File: src/rtl/bus_arbiter_pkg.sv
`default_nettype none
// ============================================================================
// Module      : bus_arbiter_pkg
// Description : Shared bus header for the four-master round-robin arbiter.
// Revision    : 1.0 - initial release
// ============================================================================
package bus_arbiter_pkg;

  localparam int MASTER_NUM       = 4;
  localparam int MAX_HOLD_DEFAULT = 16;

  typedef logic [1:0] owner_t;

  localparam owner_t OWNER_M0 = 2'd0;
  localparam owner_t OWNER_M1 = 2'd1;
  localparam owner_t OWNER_M2 = 2'd2;
  localparam owner_t OWNER_M3 = 2'd3;

  typedef logic [0:0] state_t;

  localparam state_t ST_IDLE = 1'b0;
  localparam state_t ST_BUSY = 1'b1;

  // Active-low one-hot grant vector for a given owner.
  function automatic logic [MASTER_NUM-1:0] grant_decode(input owner_t own);
    logic [MASTER_NUM-1:0] g;
    g      = '1;
    g[own] = 1'b0;
    return g;
  endfunction

  function automatic logic [MASTER_NUM-1:0] owner_mask(input owner_t own);
    logic [MASTER_NUM-1:0] m;
    m      = '0;
    m[own] = 1'b1;
    return m;
  endfunction

endpackage
`default_nettype wire

File: src/rtl/bus_arbiter_if.sv
`default_nettype none
// ============================================================================
// Module      : bus_arbiter_if
// Description : Request/grant bundle between four bus masters and the arbiter.
// Revision    : 1.0 - initial release
// ============================================================================
interface bus_arbiter_if;

  logic       m0_req_;
  logic       m1_req_;
  logic       m2_req_;
  logic       m3_req_;
  logic       m0_grnt_;
  logic       m1_grnt_;
  logic       m2_grnt_;
  logic       m3_grnt_;
  logic [1:0] owner;
  logic       arb_tmo;

  modport master (
    output m0_req_, m1_req_, m2_req_, m3_req_,
    input  m0_grnt_, m1_grnt_, m2_grnt_, m3_grnt_, owner, arb_tmo
  );

  modport slave (
    input  m0_req_, m1_req_, m2_req_, m3_req_,
    output m0_grnt_, m1_grnt_, m2_grnt_, m3_grnt_, owner, arb_tmo
  );

endinterface
`default_nettype wire

File: src/rtl/bus_rr_pick.sv
`default_nettype none
// ============================================================================
// Module      : bus_rr_pick
// Description : Combinational round-robin search starting after a given owner.
// Revision    : 1.0 - initial release
// ============================================================================
module bus_rr_pick
  import bus_arbiter_pkg::*;
(
  input  logic [MASTER_NUM-1:0] req_i,
  input  owner_t                start_i,
  input  logic                  excl_i,
  output owner_t                pick_o,
  output logic                  valid_o
);

  owner_t idx;

  // Search order start+1, start+2, start+3, start; the last slot is skipped
  // when the current owner must be excluded.
  always_comb begin
    pick_o  = start_i;
    valid_o = 1'b0;
    idx     = start_i;
    for (int k = 1; k <= MASTER_NUM; k++) begin
      idx = start_i + owner_t'(k);
      if (!valid_o && req_i[idx] && !(excl_i && (k == MASTER_NUM))) begin
        pick_o  = idx;
        valid_o = 1'b1;
      end
    end
  end

endmodule
`default_nettype wire

File: src/rtl/bus_arbiter.sv
`default_nettype none
// ============================================================================
// Module      : bus_arbiter
// Description : Four-master round-robin bus arbiter with hold-time timeout.
// Revision    : 1.0 - initial release
// ============================================================================
module bus_arbiter
  import bus_arbiter_pkg::*;
#(
  parameter int MAX_HOLD = MAX_HOLD_DEFAULT
)
(
  input  logic         clk,
  input  logic         reset_,
  bus_arbiter_if.slave bus
);

  localparam int                HOLD_W   = $clog2(MAX_HOLD);
  localparam logic [HOLD_W-1:0] HOLD_MAX = HOLD_W'(MAX_HOLD - 1);

  state_t                state_q, state_d;
  owner_t                owner_q, owner_d;
  logic [HOLD_W-1:0]     hold_q, hold_d;
  logic                  tmo_q, tmo_d;
  logic [MASTER_NUM-1:0] grnt_q, grnt_d;

  logic [MASTER_NUM-1:0] req;
  logic                  owner_req;
  logic                  pick_excl;
  owner_t                pick;
  logic                  pick_valid;

  assign req       = ~{bus.m3_req_, bus.m2_req_, bus.m1_req_, bus.m0_req_};
  assign owner_req = |(req & owner_mask(owner_q));
  // Only a still-requesting owner is excluded; a releasing owner is not
  // requesting so the plain search already skips it.
  assign pick_excl = (state_q == ST_BUSY) && owner_req;

  bus_rr_pick u_rr_pick (
    .req_i   (req),
    .start_i (owner_q),
    .excl_i  (pick_excl),
    .pick_o  (pick),
    .valid_o (pick_valid)
  );

  always_ff @(posedge clk) begin
    if (!reset_) begin
      state_q <= ST_IDLE;
      owner_q <= OWNER_M3;
      hold_q  <= '0;
      tmo_q   <= 1'b0;
      grnt_q  <= '1;
    end else begin
      state_q <= state_d;
      owner_q <= owner_d;
      hold_q  <= hold_d;
      tmo_q   <= tmo_d;
      grnt_q  <= grnt_d;
    end
  end

  always_comb begin
    state_d = state_q;
    owner_d = owner_q;
    hold_d  = hold_q;
    tmo_d   = 1'b0;
    case (state_q)
      ST_IDLE: begin
        hold_d = '0;
        if (pick_valid) begin
          state_d = ST_BUSY;
          owner_d = pick;
        end
      end
      default: begin
        if (!owner_req) begin
          hold_d = '0;
          if (pick_valid) begin
            owner_d = pick;
          end else begin
            state_d = ST_IDLE;
          end
        end else if ((hold_q == HOLD_MAX) && pick_valid) begin
          owner_d = pick;
          hold_d  = '0;
          tmo_d   = 1'b1;
        end else if (hold_q != HOLD_MAX) begin
          hold_d = hold_q + HOLD_W'(1);
        end
      end
    endcase
  end

  always_comb begin
    grnt_d = '1;
    if (state_d == ST_BUSY) begin
      grnt_d = grant_decode(owner_d);
    end
  end

  assign bus.m0_grnt_ = grnt_q[0];
  assign bus.m1_grnt_ = grnt_q[1];
  assign bus.m2_grnt_ = grnt_q[2];
  assign bus.m3_grnt_ = grnt_q[3];
  assign bus.owner    = owner_q;
  assign bus.arb_tmo  = tmo_q;

endmodule
`default_nettype wire

File: src/flat_wrapper.sv
// flat-port wrapper written by rule: the top's interface ports become plain ports
module bus_arbiter_flat import bus_arbiter_pkg::*;
#(
  parameter int MAX_HOLD = MAX_HOLD_DEFAULT
)
  (clk, reset_, bus_m0_req_, bus_m1_req_, bus_m2_req_, bus_m3_req_, bus_m0_grnt_, bus_m1_grnt_, bus_m2_grnt_, bus_m3_grnt_, bus_owner, bus_arb_tmo);
  bus_arbiter_if bus_i ();
  input  logic clk;
  input  logic reset_;
  input wire logic [$bits(bus_i.m0_req_)-1:0] bus_m0_req_;
  input wire logic [$bits(bus_i.m1_req_)-1:0] bus_m1_req_;
  input wire logic [$bits(bus_i.m2_req_)-1:0] bus_m2_req_;
  input wire logic [$bits(bus_i.m3_req_)-1:0] bus_m3_req_;
  output wire logic [$bits(bus_i.m0_grnt_)-1:0] bus_m0_grnt_;
  output wire logic [$bits(bus_i.m1_grnt_)-1:0] bus_m1_grnt_;
  output wire logic [$bits(bus_i.m2_grnt_)-1:0] bus_m2_grnt_;
  output wire logic [$bits(bus_i.m3_grnt_)-1:0] bus_m3_grnt_;
  output wire logic [$bits(bus_i.owner)-1:0] bus_owner;
  output wire logic [$bits(bus_i.arb_tmo)-1:0] bus_arb_tmo;
  assign bus_i.m0_req_ = bus_m0_req_;
  assign bus_i.m1_req_ = bus_m1_req_;
  assign bus_i.m2_req_ = bus_m2_req_;
  assign bus_i.m3_req_ = bus_m3_req_;
  assign bus_m0_grnt_ = bus_i.m0_grnt_;
  assign bus_m1_grnt_ = bus_i.m1_grnt_;
  assign bus_m2_grnt_ = bus_i.m2_grnt_;
  assign bus_m3_grnt_ = bus_i.m3_grnt_;
  assign bus_owner = bus_i.owner;
  assign bus_arb_tmo = bus_i.arb_tmo;
  bus_arbiter #(.MAX_HOLD(MAX_HOLD)) u_core (.clk(clk), .reset_(reset_), .bus(bus_i));
endmodule
File: config.mk
export PLATFORM = sky130hd
export DESIGN_NAME = bus_arbiter_flat
export DESIGN_NICKNAME = d
export VERILOG_FILES = /design/src/rtl/bus_arbiter_pkg.sv /design/src/rtl/bus_arbiter_if.sv /design/src/rtl/bus_rr_pick.sv /design/src/rtl/bus_arbiter.sv /design/src/flat_wrapper.sv
export SDC_FILE = /design/constraint.sdc
export NUM_CORES = 1
export LEC_CHECK = 0
export BUFFER_PORTS_ARGS = -buffer_cell sky130_fd_sc_hd__buf_2
export CORE_MARGIN = 10
export CORE_UTILIZATION = 47
export DETAILED_ROUTE_END_ITERATION = 10
export PLACE_DENSITY = 0.8
export SKIP_CTS_REPAIR_TIMING = 1
export SYNTH_ARGS = -nofsm -noshare
export SYNTH_HDL_FRONTEND = slang
export SYNTH_SLANG_ARGS = --single-unit
File: constraint.sdc
create_clock -name clk -period 2.3 [get_ports clk]
set_input_delay 0.115 -clock clk [delete_from_list [all_inputs] [get_ports clk]]
set_output_delay 0.115 -clock clk [all_outputs]
set_load 0.005 [all_outputs]
==> results of run 1 <==
[cell usage after synthesis]
| library cell | count |
|---|---|
| dfxtp_1 | 12 |
| nor2_1 | 7 |
| nand3_1 | 6 |
| ha_1 | 5 |
| inv_1 | 4 |
| nand2_1 | 4 |
| nor2b_1 | 4 |
| mux4_2 | 3 |
| mux2i_1 | 2 |
| xnor2_1 | 2 |
| a211oi_1 | 1 |
| a21oi_1 | 1 |
| a22o_1 | 1 |
| a22oi_4 | 1 |
| a31oi_1 | 1 |
| and2_1 | 1 |
| buf_6 | 1 |
| clkbuf_1 | 1 |
| mux4_1 | 1 |
| nand2b_1 | 1 |
| nand2b_4 | 1 |
| nand3b_1 | 1 |
| nor3_1 | 1 |
| o2111ai_1 | 1 |
| o211ai_1 | 1 |
| o221ai_1 | 1 |
| o2bb2ai_1 | 1 |
| o31a_1 | 1 |
| o41a_2 | 1 |
| or3b_1 | 1 |
[stage by stage]
| stage | total power (W) | area, sq um |
|---|---|---|
| 5_1_grt | 0.00105 | 837 |
| 4_1_cts | 0.000968 | 835 |
| 2_1_floorplan | 0.000655 | 713 |
| 6_report | 0.000966 | 837 |
| 3_5_place_dp | 0.000805 | 798 |
| 3_3_place_gp | 0.000789 | 798 |
[registers in the layout, indices dropped and copies added, names as in the netlist]
signal and flops:
u_core.grnt_q 4, u_core.hold_q 4, u_core.bus.arb_tmo 1, u_core.state_q 1, u_core.bus.owner 2
[cell type report]
type                            count  area (sq um)
Timing Repair Buffer               15          82.6
Fill cell                         126           529
Multi-Input combinational cell     51           442
Sequential cell                    12           243
Tap cell                           15          18.8
Inverter                            4          15.0
Clock buffer                        4          36.3
[report_power, final]
| part | switching [W] | internal (W) |
|---|---|---|
| logic | 0.000240 | 0.000266 |
| registers | 0.0000325 | 0.000265 |
| clock network | 0.0000668 | 0.0000960 |
| total | 0.000339 | 0.000627 |
[metal layers]
metal  vias up  part of all wire (%)
li1        288                     -
met1       251                    45
met2        25                    45
met3         4                   7.0
met4         0                   3.3
met5         -                     0
[worst register-to-register path: stages, from the launching register on]
cell and delay (ns):
dfxtp_2 0.38, inv_1 0.08, ha_1 0.19, nor2b_1 0.13, o41a_2 0.55, a22o_1 0.24
o2bb2ai_1 0.16, or3b_1 0.37
[kinds of logic after synthesis]
family,count (synthesis),synth area share (%)
flops,12,33.7
buf+inv,6,4.22
fa+ha+maj,5,8.79
compound gates,11,14.6
mux,6,16.0
simple gates,27,20.2
xor+xnor,2,2.46
[worst paths after layout]
kind / from / to / cells past startpoint
worst min-delay path: reset_ / u_core.bus.owner[0] / 2
worst max-delay path: u_core.bus.owner[1] / u_core.grnt_q[1] / 7
worst min register to register: u_core.hold_q[3] / u_core.hold_q[3] / 1
worst max register to register: u_core.bus.owner[1] / u_core.grnt_q[1] / 7
==> impl_metrics.py, run 1 <==
metrics = {
    "setup_path": {
        "crit_family": "compound AO/OA/AOI/OAI gates",
        "critPathSlowestCell": "o41a_2",
        "crit_type": "flip-flop to flip-flop",
        "reg2reg_slack_ns": 0.11,
        "path_buf_inv": 1,
        "end_kind": "flip-flop",
        "cp.required_ns": 2.45,
        "arrival_ns": 2.34,
        "cpPeakStageDelay_ns": 0.55,
        "path_max_fanout": 6,
        "crit_chain": "inv_1 > ha_1 > nor2b_1 > o41a_2 > a22o_1 > o2bb2ai_1 > or3b_1",
        "crit_path_start_kind": "flip-flop",
    },
    "floorplanning": {
        "fp.dieH_um": 58.9,
        "num_rows": 13,
        "pin_count": 13,
        "initial_core_util_pct": 52.1,
        "dieArea_sq_um": 3470,
        "core-area_sq_um": 1370,
        "fp.dieW_um": 58.9,
    },
    "layout": {
        "n_antenna_cell": 0,
        "layout_common_cells": "12 x buf_2, 10 x dfxtp_1, 7 x nor2_1, 6 x nand3_1, 5 x ha_1",
        "drive_gt1_share_pct": 31.4,
        "syn2layout_area_growth_pct": 17.6,
        "layout_commonest_cell": "buf_2",
        "fin_cells": 101,
        "utilization_pct": 61.3,
        "fin_nets": 98,
    },
    "placement": {
        "pre_cts_slack_ns": 0.0334,
        "place_congestion": 0.803,
        "place_inst": 97,
        "dp_hpwl_um": 1120,
        "portBuffers": 12,
    },
    "grt": {
        "antenna_found_initial": 0,
        "grt_use_total_pct": 8.86,
        "grt_max_degree": 8,
        "grt_pass1_vias": 551,
        "grt_overflow_total": 0,
        "grt_use_met2_pct": 12.9,
        "use_met1_pct": 10.3,
        "busiest_layer": "met2",
        "grt_pass1_wl_um": 2370,
        "met3_usage_pct": 2.79,
    },
    "route": {
        "post-route-drc-count": 0,
        "avgRoutedWirePerCell_um": 13.9,
        "first_pass_iters": 4,
        "drtIter0Drc": 9,
        "wl_um": 1400,
        "via_per_inst": 5.62,
        "drtAntennaViolNets": 0,
        "via_count": 568,
    },
    "clock_tree": {
        "cts_buffers": 3,
        "cts_tree": "done",
        "cts.sinks": 12,
        "clkSlewWorstSetupHoldPaths_ns": 0.08,
        "worstSkewPairLatency_ns": 0.26,
        "clock_path_buffers": 2,
        "clockRootBuffer": "clkbuf_4",
        "ctsHtreeMaxLevel": 1,
    },
    "sta": {
        "rsz0062_at_grt": "false",
        "finalSetupTns_ns": 0,
        "fmax_mhz": 456,
        "period_needed_ns": 2.19,
        "clock_skew_ns": 0.00309,
        "period_share_pct": 95.4,
        "postLayoutSetupSlackWorst_ns": 0.106,
        "hold_slack_ns": 0.0780,
        "timing.final.max_slew_violations": 0,
        "worstMarginPinSlew_ns": 0.345,
        "finalSetupViolCount": 0,
        "maxSlewHeadroom_pct": 77.0,
        "hold_viol": 0,
    },
    "run_status": {
        "status": "finished clean",
    },
    "synth": {
        "synth_top_area_share_pct": 33.7,
        "synth_largest_area_cell": "dfxtp_1",
        "post_synth.cell_area_avg_sq_um": 10.3,
        "netlist_instances": 69,
        "yosysWarnings": 0,
        "synth.distinct_cells": 30,
        "seq_area_frac_synth_pct": 33.7,
        "ys_seq_elements": 12,
        "synthesis.area_sq_um": 712,
        "yosys-top-cells-area": "dfxtp_1 34%, mux4_2 9.5%, ha_1 8.8%",
        "synth_nets": 80,
    },
    "job": {
        "max-cap-violations": 0,
    },
    "power_and_ir_drop": {
        "p_per_area_nw_per_um2": 1150,
        "peakVddDrop_v": 0.000616,
        "p_leak_nw": 0.379,
    },
    "hold_path": {
        "hold_path.class": "input port to flip-flop",
    },
}
Power figures use the tool's default switching activity.
==> run 2, diff against run 1 <==
- CORE_UTILIZATION: 47 -> 43
- PLACE_DENSITY: 0.8 -> 0.75
==> impl_metrics.py, run 2 (same netlist as run 1, synthesis figures left out) <==
metrics = {
    "layout": {
        "drive_gt1_share_pct": 30.6,
        "n_antenna_cell": 0,
        "layout_commonest_cell": "buf_2",
        "multi_input_area_sq_um": 442,
        "seqCellArea_sq_um": 248,
        "layout_common_cells": "12 x buf_2, 10 x dfxtp_1, 7 x nor2_1, 6 x nand3_1, 5 x ha_1",
        "final_cell_area_sq_um": 830,
        "fin_cells": 101,
        "syn2layout_area_growth_pct": 16.5,
        "fin_nets": 98,
        "fillCellCount": 156,
    },
    "floorplanning": {
        "initial_core_util_pct": 46.2,
        "num_rows": 14,
        "pin_count": 13,
        "dieArea_sq_um": 3680,
        "core-area_sq_um": 1540,
        "fp.dieW_um": 60.7,
        "fp.dieH_um": 60.7,
    },
    "route": {
        "first_pass_iters": 4,
        "via_per_inst": 5.61,
        "via_count": 567,
        "drtAntennaViolNets": 0,
        "avgRoutedWirePerCell_um": 13.9,
        "drtIter0Drc": 10,
        "post-route-drc-count": 0,
        "wl_um": 1410,
    },
    "setup_path": {
        "end_kind": "flip-flop",
        "cp.required_ns": 2.45,
        "reg2reg_slack_ns": 0.12,
        "path_max_fanout": 7,
        "crit_type": "flip-flop to flip-flop",
        "crit_path_start_kind": "flip-flop",
        "r2r_cells": 7,
        "rr_startpoint": "u_core.bus.owner[0]",
        "r2r_end": "u_core.grnt_q[1]",
        "arrival_ns": 2.33,
    },
    "grt": {
        "grt_pass1_vias": 549,
        "grt_overflow_total": 0,
        "grt_use_total_pct": 8.45,
        "use_met1_pct": 9.82,
        "met3_usage_pct": 1.88,
        "grt_use_met2_pct": 13.1,
        "grt_max_degree": 8,
        "grt_pass1_wl_um": 2370,
        "busiest_layer": "met2",
        "antenna_found_initial": 0,
    },
    "power_and_ir_drop": {
        "switching_share_pct": 35.9,
        "p_per_area_nw_per_um2": 1100,
        "p_total_w": 0.000913,
        "pwr-share-seq_pct": 33.6,
        "combPwrFrac_pct": 52.7,
        "pwr-share-clk_pct": 13.7,
        "peakVddDrop_v": 0.000592,
        "intPower_w": 0.000585,
        "p_leak_nw": 0.373,
        "p_switching_w": 0.000328,
    },
    "sta": {
        "period_needed_ns": 2.18,
        "period_share_pct": 94.8,
        "timing.final.max_slew_violations": 0,
        "finalSetupTns_ns": 0,
        "fmax_mhz": 459,
        "finalSetupViolCount": 0,
        "maxSlewHeadroom_pct": 76.2,
        "clock_skew_ns": 0.00771,
        "postLayoutSetupSlackWorst_ns": 0.120,
        "hold_viol": 0,
        "rsz0062_at_grt": "false",
        "worstMarginPinSlew_ns": 0.356,
    },
    "clock_tree": {
        "clockRootBuffer": "clkbuf_4",
        "cts_buffers": 3,
        "clock_path_buffers": 2,
        "cts.sinks": 12,
        "worstSkewPairLatency_ns": 0.27,
        "clkSlewWorstSetupHoldPaths_ns": 0.07,
        "ctsHtreeMaxLevel": 1,
        "cts_tree": "done",
    },
    "placement": {
        "pre_cts_slack_ns": -0.0181,
        "place_inst": 98,
        "place_congestion": 0.763,
        "portBuffers": 12,
        "dp_hpwl_um": 1130,
        "post_dp_cell_area_sq_um": 800,
    },
    "job": {
        "max-cap-violations": 0,
    },
    "hold_path": {
        "hold_end": "u_core.bus.owner[0]",
        "holdPathStages": 2,
        "hold_path.class": "input port to flip-flop",
        "hp-start": "reset_",
    },
    "run_status": {
        "status": "finished clean",
    },
}
-- run 2: cell count changes in the layout (fill, tap and decap cells not counted), sizes merged --
cell,before,now
clkbuf,4,3
-- run 2: critical path, stage by stage (launching register included) --
cell and delay [ns]:
dfxtp_4 0.39, inv_1 0.08, ha_1 0.19, nor2b_1 0.12
o41a_2 0.53, a22o_1 0.25, o2bb2ai_1 0.14, or3b_1 0.35
-- run 2: area by class of cell --
type / instances / area share, %
flip-flops and latches: 12 / 29.9
clock buffers: 3 / 2.71
inverters: 4 / 1.81
multi-input cells: 51 / 53.2
repair buffers: 15 / 9.95
well taps: 16 / 2.41
-- run 2: worst max path at each step --
| stage | startpoint | endpoint | slack (ns) | cells past startpoint |
|---|---|---|---|---|
| after floorplan | u_core.bus.owner[1] | u_core.grnt_q[1] | 0.04 | 8 |
| after global placement | u_core.bus.owner[0] | u_core.grnt_q[1] | 0.05 | 7 |
| after detailed placement | u_core.bus.owner[0] | u_core.grnt_q[1] | -0.02 | 7 |
| after CTS | u_core.bus.owner[0] | u_core.grnt_q[1] | -0.02 | 7 |
| after global routing | u_core.bus.owner[0] | u_core.grnt_q[1] | 0.009 | 7 |
| final | u_core.bus.owner[0] | u_core.grnt_q[1] | 0.12 | 7 |
-- run 2: metrics by stage --
step | utilization [%] | hold WS, ns
global route | 53.8 | 0.0660
detailed placement | 51.9 | 0.344
finish | 53.8 | 0.0702
floorplan | - | 0.177
CTS | 53.3 | 0.0654
global placement | 51.9 | 0.351
-- run 2: per-layer routing --
metal,part of all wire (%),up-vias,routed length (um)
met5,0,-,0
met4,2.9,0,41
met3,6.3,4,88
met2,45,16,636
met1,46,262,640
li1,-,285,-
-- run 2: power groups by stage --
stage	clock, W	combinational (W)	sequential, W
2_1_floorplan	0	0.000355	0.000299
3_3_place_gp	0	0.000467	0.000303
3_5_place_dp	0	0.000483	0.000304
4_1_cts	0.000129	0.000486	0.000299
5_1_grt	0.000142	0.000533	0.000317
6_report	0.000125	0.000481	0.000306
